**src/rtl/rate_tick_gen_pkg.sv**
```systemverilog
// Shared definitions for the rate tick generator: controller states and divisor floor.
package rate_tick_gen_pkg;

    typedef enum logic {
        IDLE = 1'b0,
        RUN  = 1'b1
    } state_t;

    localparam int DIV_MIN = 1;

endpackage

```
**src/rtl/rate_tick_gen_if.sv**
```systemverilog
// Control/status bundle between a rate tick generator and whoever drives it.
interface rate_tick_gen_if #(
    parameter int WIDTH = 27
) ();

    logic             en;
    logic             mode;
    logic             start;
    logic [WIDTH-1:0] div_in;
    logic             div_load;
    logic             tick;
    logic             clk_out;
    logic             busy;

    modport master (
        output en, mode, start, div_in, div_load,
        input  tick, clk_out, busy
    );

    modport slave (
        input  en, mode, start, div_in, div_load,
        output tick, clk_out, busy
    );

endinterface

```
**src/rtl/rate_tick_gen.sv**
```systemverilog
// Programmable periodic / one-shot tick generator with a shadowed divisor and
// a square-wave output that toggles on every tick.
module rate_tick_gen
    import rate_tick_gen_pkg::*;
#(
    parameter int WIDTH       = 27,
    parameter int DEFAULT_DIV = 50000000
) (
    input  logic            clk,
    input  logic            reset,
    rate_tick_gen_if.slave  bus
);

    localparam logic [WIDTH-1:0] DEFAULT_DIV_W = WIDTH'(DEFAULT_DIV);
    localparam logic [WIDTH-1:0] DIV_MIN_W     = WIDTH'(DIV_MIN);

    state_t           state_q, state_d;
    logic             mode_q, mode_d;
    logic [WIDTH-1:0] count_q, count_d;
    logic             tick_q, tick_d;
    logic             clk_out_q, clk_out_d;
    logic [WIDTH-1:0] div_shd_q, div_shd_d;
    logic [WIDTH-1:0] div_act_q, div_act_d;

    logic [WIDTH-1:0] div_eff;
    logic [WIDTH-1:0] div_next;
    logic             wrap;

    always_ff @(posedge clk) begin
        if (reset) begin
            state_q   <= IDLE;
            mode_q    <= 1'b0;
            count_q   <= '0;
            tick_q    <= 1'b0;
            clk_out_q <= 1'b0;
            div_shd_q <= DEFAULT_DIV_W;
            div_act_q <= DEFAULT_DIV_W;
        end else begin
            state_q   <= state_d;
            mode_q    <= mode_d;
            count_q   <= count_d;
            tick_q    <= tick_d;
            clk_out_q <= clk_out_d;
            div_shd_q <= div_shd_d;
            div_act_q <= div_act_d;
        end
    end

    // A zero divisor behaves as one; a load strobe bypasses the shadow so it
    // can take effect in the same cycle it arrives.
    always_comb begin
        div_eff   = (div_act_q == '0) ? DIV_MIN_W : div_act_q;
        wrap      = (count_q == (div_eff - DIV_MIN_W));
        div_next  = bus.div_load ? bus.div_in : div_shd_q;

        state_d   = state_q;
        mode_d    = mode_q;
        count_d   = count_q;
        tick_d    = 1'b0;
        clk_out_d = clk_out_q;
        div_shd_d = div_next;
        div_act_d = div_act_q;

        case (state_q)
            IDLE: begin
                count_d   = '0;
                div_act_d = div_next;
                if (bus.en && (!bus.mode || bus.start)) begin
                    state_d = RUN;
                    mode_d  = bus.mode;
                end
            end
            RUN: begin
                // A one-shot leaves RUN during the cycle its single tick is visible.
                if (!bus.en || (mode_q && tick_q)) begin
                    state_d = IDLE;
                    count_d = '0;
                end else if (mode_q && bus.start) begin
                    count_d = '0;
                end else if (wrap) begin
                    count_d   = '0;
                    tick_d    = 1'b1;
                    clk_out_d = !clk_out_q;
                    div_act_d = div_next;
                end else begin
                    count_d = count_q + 1'b1;
                end
            end
            default: begin
                state_d = IDLE;
            end
        endcase
    end

    assign bus.tick    = tick_q;
    assign bus.clk_out = clk_out_q;
    assign bus.busy    = (state_q == RUN);

endmodule

```
**src/flat_wrapper.sv**
```systemverilog
// flat-port wrapper written by rule: the top's interface ports become plain ports
module rate_tick_gen_flat import rate_tick_gen_pkg::*;
#(
    parameter int WIDTH       = 27,
    parameter int DEFAULT_DIV = 50000000
)
  (clk, reset, bus_en, bus_mode, bus_start, bus_div_in, bus_div_load, bus_tick, bus_clk_out, bus_busy);
  rate_tick_gen_if #(.WIDTH(WIDTH)) bus_i ();
  input  logic clk;
  input  logic reset;
  input wire logic [$bits(bus_i.en)-1:0] bus_en;
  input wire logic [$bits(bus_i.mode)-1:0] bus_mode;
  input wire logic [$bits(bus_i.start)-1:0] bus_start;
  input wire logic [$bits(bus_i.div_in)-1:0] bus_div_in;
  input wire logic [$bits(bus_i.div_load)-1:0] bus_div_load;
  output wire logic [$bits(bus_i.tick)-1:0] bus_tick;
  output wire logic [$bits(bus_i.clk_out)-1:0] bus_clk_out;
  output wire logic [$bits(bus_i.busy)-1:0] bus_busy;
  assign bus_i.en = bus_en;
  assign bus_i.mode = bus_mode;
  assign bus_i.start = bus_start;
  assign bus_i.div_in = bus_div_in;
  assign bus_i.div_load = bus_div_load;
  assign bus_tick = bus_i.tick;
  assign bus_clk_out = bus_i.clk_out;
  assign bus_busy = bus_i.busy;
  rate_tick_gen #(.WIDTH(WIDTH), .DEFAULT_DIV(DEFAULT_DIV)) u_core (.clk(clk), .reset(reset), .bus(bus_i));
endmodule
```
**config.mk**
```make
export PLATFORM = sky130hd
export DESIGN_NAME = rate_tick_gen_flat
export DESIGN_NICKNAME = d
export VERILOG_FILES = /design/src/rtl/rate_tick_gen_pkg.sv /design/src/rtl/rate_tick_gen_if.sv /design/src/rtl/rate_tick_gen.sv /design/src/flat_wrapper.sv
export SDC_FILE = /design/constraint.sdc
export NUM_CORES = 1
export LEC_CHECK = 0
export ABC_AREA = 1
export CAP_MARGIN = 20
export CELL_PAD_IN_SITES_DETAIL_PLACEMENT = 0
export CELL_PAD_IN_SITES_GLOBAL_PLACEMENT = 2
export CORE_UTILIZATION = 35
export CTS_CLUSTER_SIZE = 30
export DETAILED_ROUTE_END_ITERATION = 8
export GPL_TIMING_DRIVEN = 0
export PLACE_DENSITY = 0.95
export REMOVE_ABC_BUFFERS = 1
export SLEW_MARGIN = 10
export SYNTH_ARGS = -nofsm -noshare
export SYNTH_HDL_FRONTEND = slang
export SYNTH_SLANG_ARGS = --single-unit
```
**constraint.sdc**
```tcl
create_clock -name clk -period 6.2 [get_ports clk]
set_clock_uncertainty 0.15 [all_clocks]
set_input_delay 0.62 -clock clk [delete_from_list [all_inputs] [get_ports clk]]
set_output_delay 0.62 -clock clk [all_outputs]
set_load 0.02 [all_outputs]
```
==> results.toml <==
[clocking]
tritoncts = "yes"
numCtsBuffers = 9
root_buffer = "clkbuf_16"
postCtsSetupRepairBufs = 0
postCtsResizedCells = 0
htreeDepth = 3
clk_pin_slew_ns = 0.07
clkLatencyLatePin_ns = 0.34
clk_path_buf_depth = 2
clkSinkCount = 85
ctsHoldBuffers = 0

[yosys]
postSynthAreaPerCell_um2 = 6.611
ys.flop_type = "dfxtp_1"
yosysUniqueCellTypes = 38
syn_inst = 761
ys_ff_latch = 85
synth_top_area_share_pct = 33.82
yosysMostFrequentCell = "nand2_1"
async_reset_ff_share_pct = 0
synth_area_leaders = "dfxtp_1 (34%), nand2_1 (14%), nor2_1 (8.8%)"
synth_commonest_cells = "nand2_1 (194), nor2_1 (118), nand3_1 (86)"
synth_edf_count = 0
yosysTopAreaCell = "dfxtp_1"
ys_seq_area_share_pct = 33.82
synth_area_um2 = 5031
yosys_warnings = 0

[floorplan]
core-area_um2 = 13930
num_rows = 43
ios = 36
die_x_um = 121.9
floorplan.initialDensity_pct = 36.10
dieArea_um2 = 14860
die_h_um = 121.9

[setup_path]
cp.arrival_ns = 4.57
critPathKind = "reg -> reg"
crit_fanout = 43
critical_path.top_delay_family = "simple AND/OR/NAND/NOR gates"
cp-start-kind = "flip-flop"
path_cells = "inv_1 > nand2_1 > nor2_1 > nand2_1 > nor2_1 > nor2_4 > ha_1 > nand3_2 > nor2_1 > nand3_1 > inv_1 > nand3b_1 > xor2_1 > nand2_1 > nor2_1 > nand2_1 > nor2_1 > nand4_4 > nand2_2 > nand2_1 > nand3_1"
required_ns = 6.31
worstSetupEndpointType = "flip-flop"
cp_num_buf_inv = 2
slowest_delay_ns = 0.53
worst_path_max_delay_cell = "nand4_4"

[route]
drcViolationCount = 0
routedWlPerCell_um = 12.91
met3_wirelength_um = 372
dr.pass1.iters = 4
post_drt_via_cell_ratio = 4.744
met2_length_mm = 5.785
wl_met1_mm = 6.248
ant_nets = 0
wl_mm = 12.54
dr.max_layer_used = "met4"
vias = 4606
drt-initial-drc-count = 173

[sta]
period_share_pct = 71.83
worst_pin_slew_ns = 0.8509
hold-worst-slack_ns = 0.3005
fmax_mhz = 224.5
fin_setup_tns_ns = 0
hold_viol_final = 0
maxSlewHeadroom_pct = 43.27
rsz0062_at_grt = "no"
finalCriticalPeriod_ns = 4.453
final-setup-viol-count = 0
drv_slew = 0

[pwr]
vdd_drop_max_v = 0.0001178
p_per_area_nw_per_um2 = 236.4
p_clk_share_pct = 39.8
seq_power_share_pct = 44.1
p_comb_share_pct = 16.1
switching_share_pct = 28.65
power.net_switching_mw = 0.3940
p_leak_nw = 2.499
internal_power_mw = 0.9809

[layout]
antenna_cells = 0
syn2layout_area_growth_pct = 15.59
num-nets-final = 821
finalInstanceArea_um2 = 5816
drive_gt1_share_pct = 5.689

[flow_run]
max-cap-violations = 0

[global_route]
grt_pass1_vias = 4300
grt_pass1_wl_mm = 20.73
grt_max_degree = 49
grt_remaining_overflow = 0
grt_use_total_pct = 17.87
antenna_found_initial = 0

[place]
dp_hpwl_mm = 9.809
place_area_um2 = 5517
portBuffers = 35
gp_routability_congestion = 0.8667

[hold_path]
min_path_type = "reg -> reg"

[status]
status = "complete, no violations"
-- layout make-up --
cell class | instances | area [um^2]
Inverter | 88 | 330.3
Multi-Input combinational cell | 565 | 2878
Sequential cell | 85 | 1703
Clock inverter | 6 | 70.07
Tap cell | 180 | 225.2
Clock buffer | 10 | 229.0
Fill cell | 1491 | 8119
Timing Repair Buffer | 37 | 380.4
-- worst paths after layout --
| check | cells after the start | endpoint | startpoint | slack [ns] |
|---|---|---|---|---|
| worst max register to register | 21 | u_core.div_act_q[7] | u_core.div_act_q[9] | 1.75 |
| worst min register to register | 2 | u_core.div_shd_q[13] | u_core.div_shd_q[13] | 0.30 |
| worst min-delay path | 2 | u_core.div_shd_q[13] | u_core.div_shd_q[13] | 0.30 |
| worst max-delay path | 21 | u_core.div_act_q[7] | u_core.div_act_q[9] | 1.75 |
-- per-stage QoR --
stage | std cells | setup slack (ns) | util (%) | total power [mW]
2_1_floorplan | 738 | 2.888 | - | 0.7636
3_3_place_gp | 953 | 1.840 | 39.36 | 0.8342
3_5_place_dp | 955 | 1.848 | 39.59 | 0.8391
4_1_cts | 971 | 1.783 | 41.73 | 1.389
5_1_grt | 971 | 1.355 | 41.73 | 1.450
6_report | 971 | 1.747 | 41.73 | 1.375
-- placed cells by master, fill, tap and decap left out, types with 2 or more instances in the layout --
cell / count
nor2_1: 118
ha_1: 2
a21oi_1: 11
nand2_2: 2
a21boi_1: 11
nand4_1: 19
inv_6: 2
clkdlybuf4s50_1: 35
nand3_1: 86
a21boi_0: 5
nor2_2: 5
buf_8: 2
o211ai_1: 2
nand2_1: 194
nor3_2: 4
nor3b_1: 8
nand3b_1: 4
inv_1: 82
nor2_4: 2
nand3_2: 2
dfxtp_1: 84
clkbuf_16: 9
o21ai_0: 7
nor4_1: 3
clkinvlp_4: 3
xor2_1: 30
inv_2: 5
xnor2_1: 11
nor3_1: 14
mux2i_1: 15
or2_2: 4
-- state kept, by name (all words and copies together) (netlist names) --
signal / cells
u_core.bus.busy: 1
u_core.bus.clk_out: 1
u_core.bus.tick: 1
u_core.count_q: 27
u_core.div_act_q: 27
u_core.div_shd_q: 27
u_core.mode_q: 1
-- power groups by stage --
stage	clock [mW]	combinational (mW)	sequential (mW)
6_report	0.548	0.221	0.606
5_1_grt	0.587	0.253	0.609
4_1_cts	0.561	0.222	0.606
3_5_place_dp	0	0.221	0.618
3_3_place_gp	0	0.217	0.617
2_1_floorplan	0	0.155	0.608
-- routing by layer --
layer / global-route usage (%) / up-vias
met3: 2.669 / 10
li1: - / 2475
met2: 29.91 / 59
met1: 23.64 / 2062
met5: 0 / -
met4: 5.170 / 0
-- worst min-delay path: stages, from the launching register on --
cell and delay [ns]:
dfxtp_1 0.31, nand2_1 0.06, nand3_1 0.06
-- cells by family after synthesis --
kind of cell	after synthesis	synth area share, %
flops	85	33.82
simple gates	468	41.76
xor+xnor	41	7.137
compound gates	39	4.825
buf+inv	111	8.978
fa+ha+maj	2	0.4973
mux	15	2.984
Note: power is estimated with default switching activity, not from simulation.
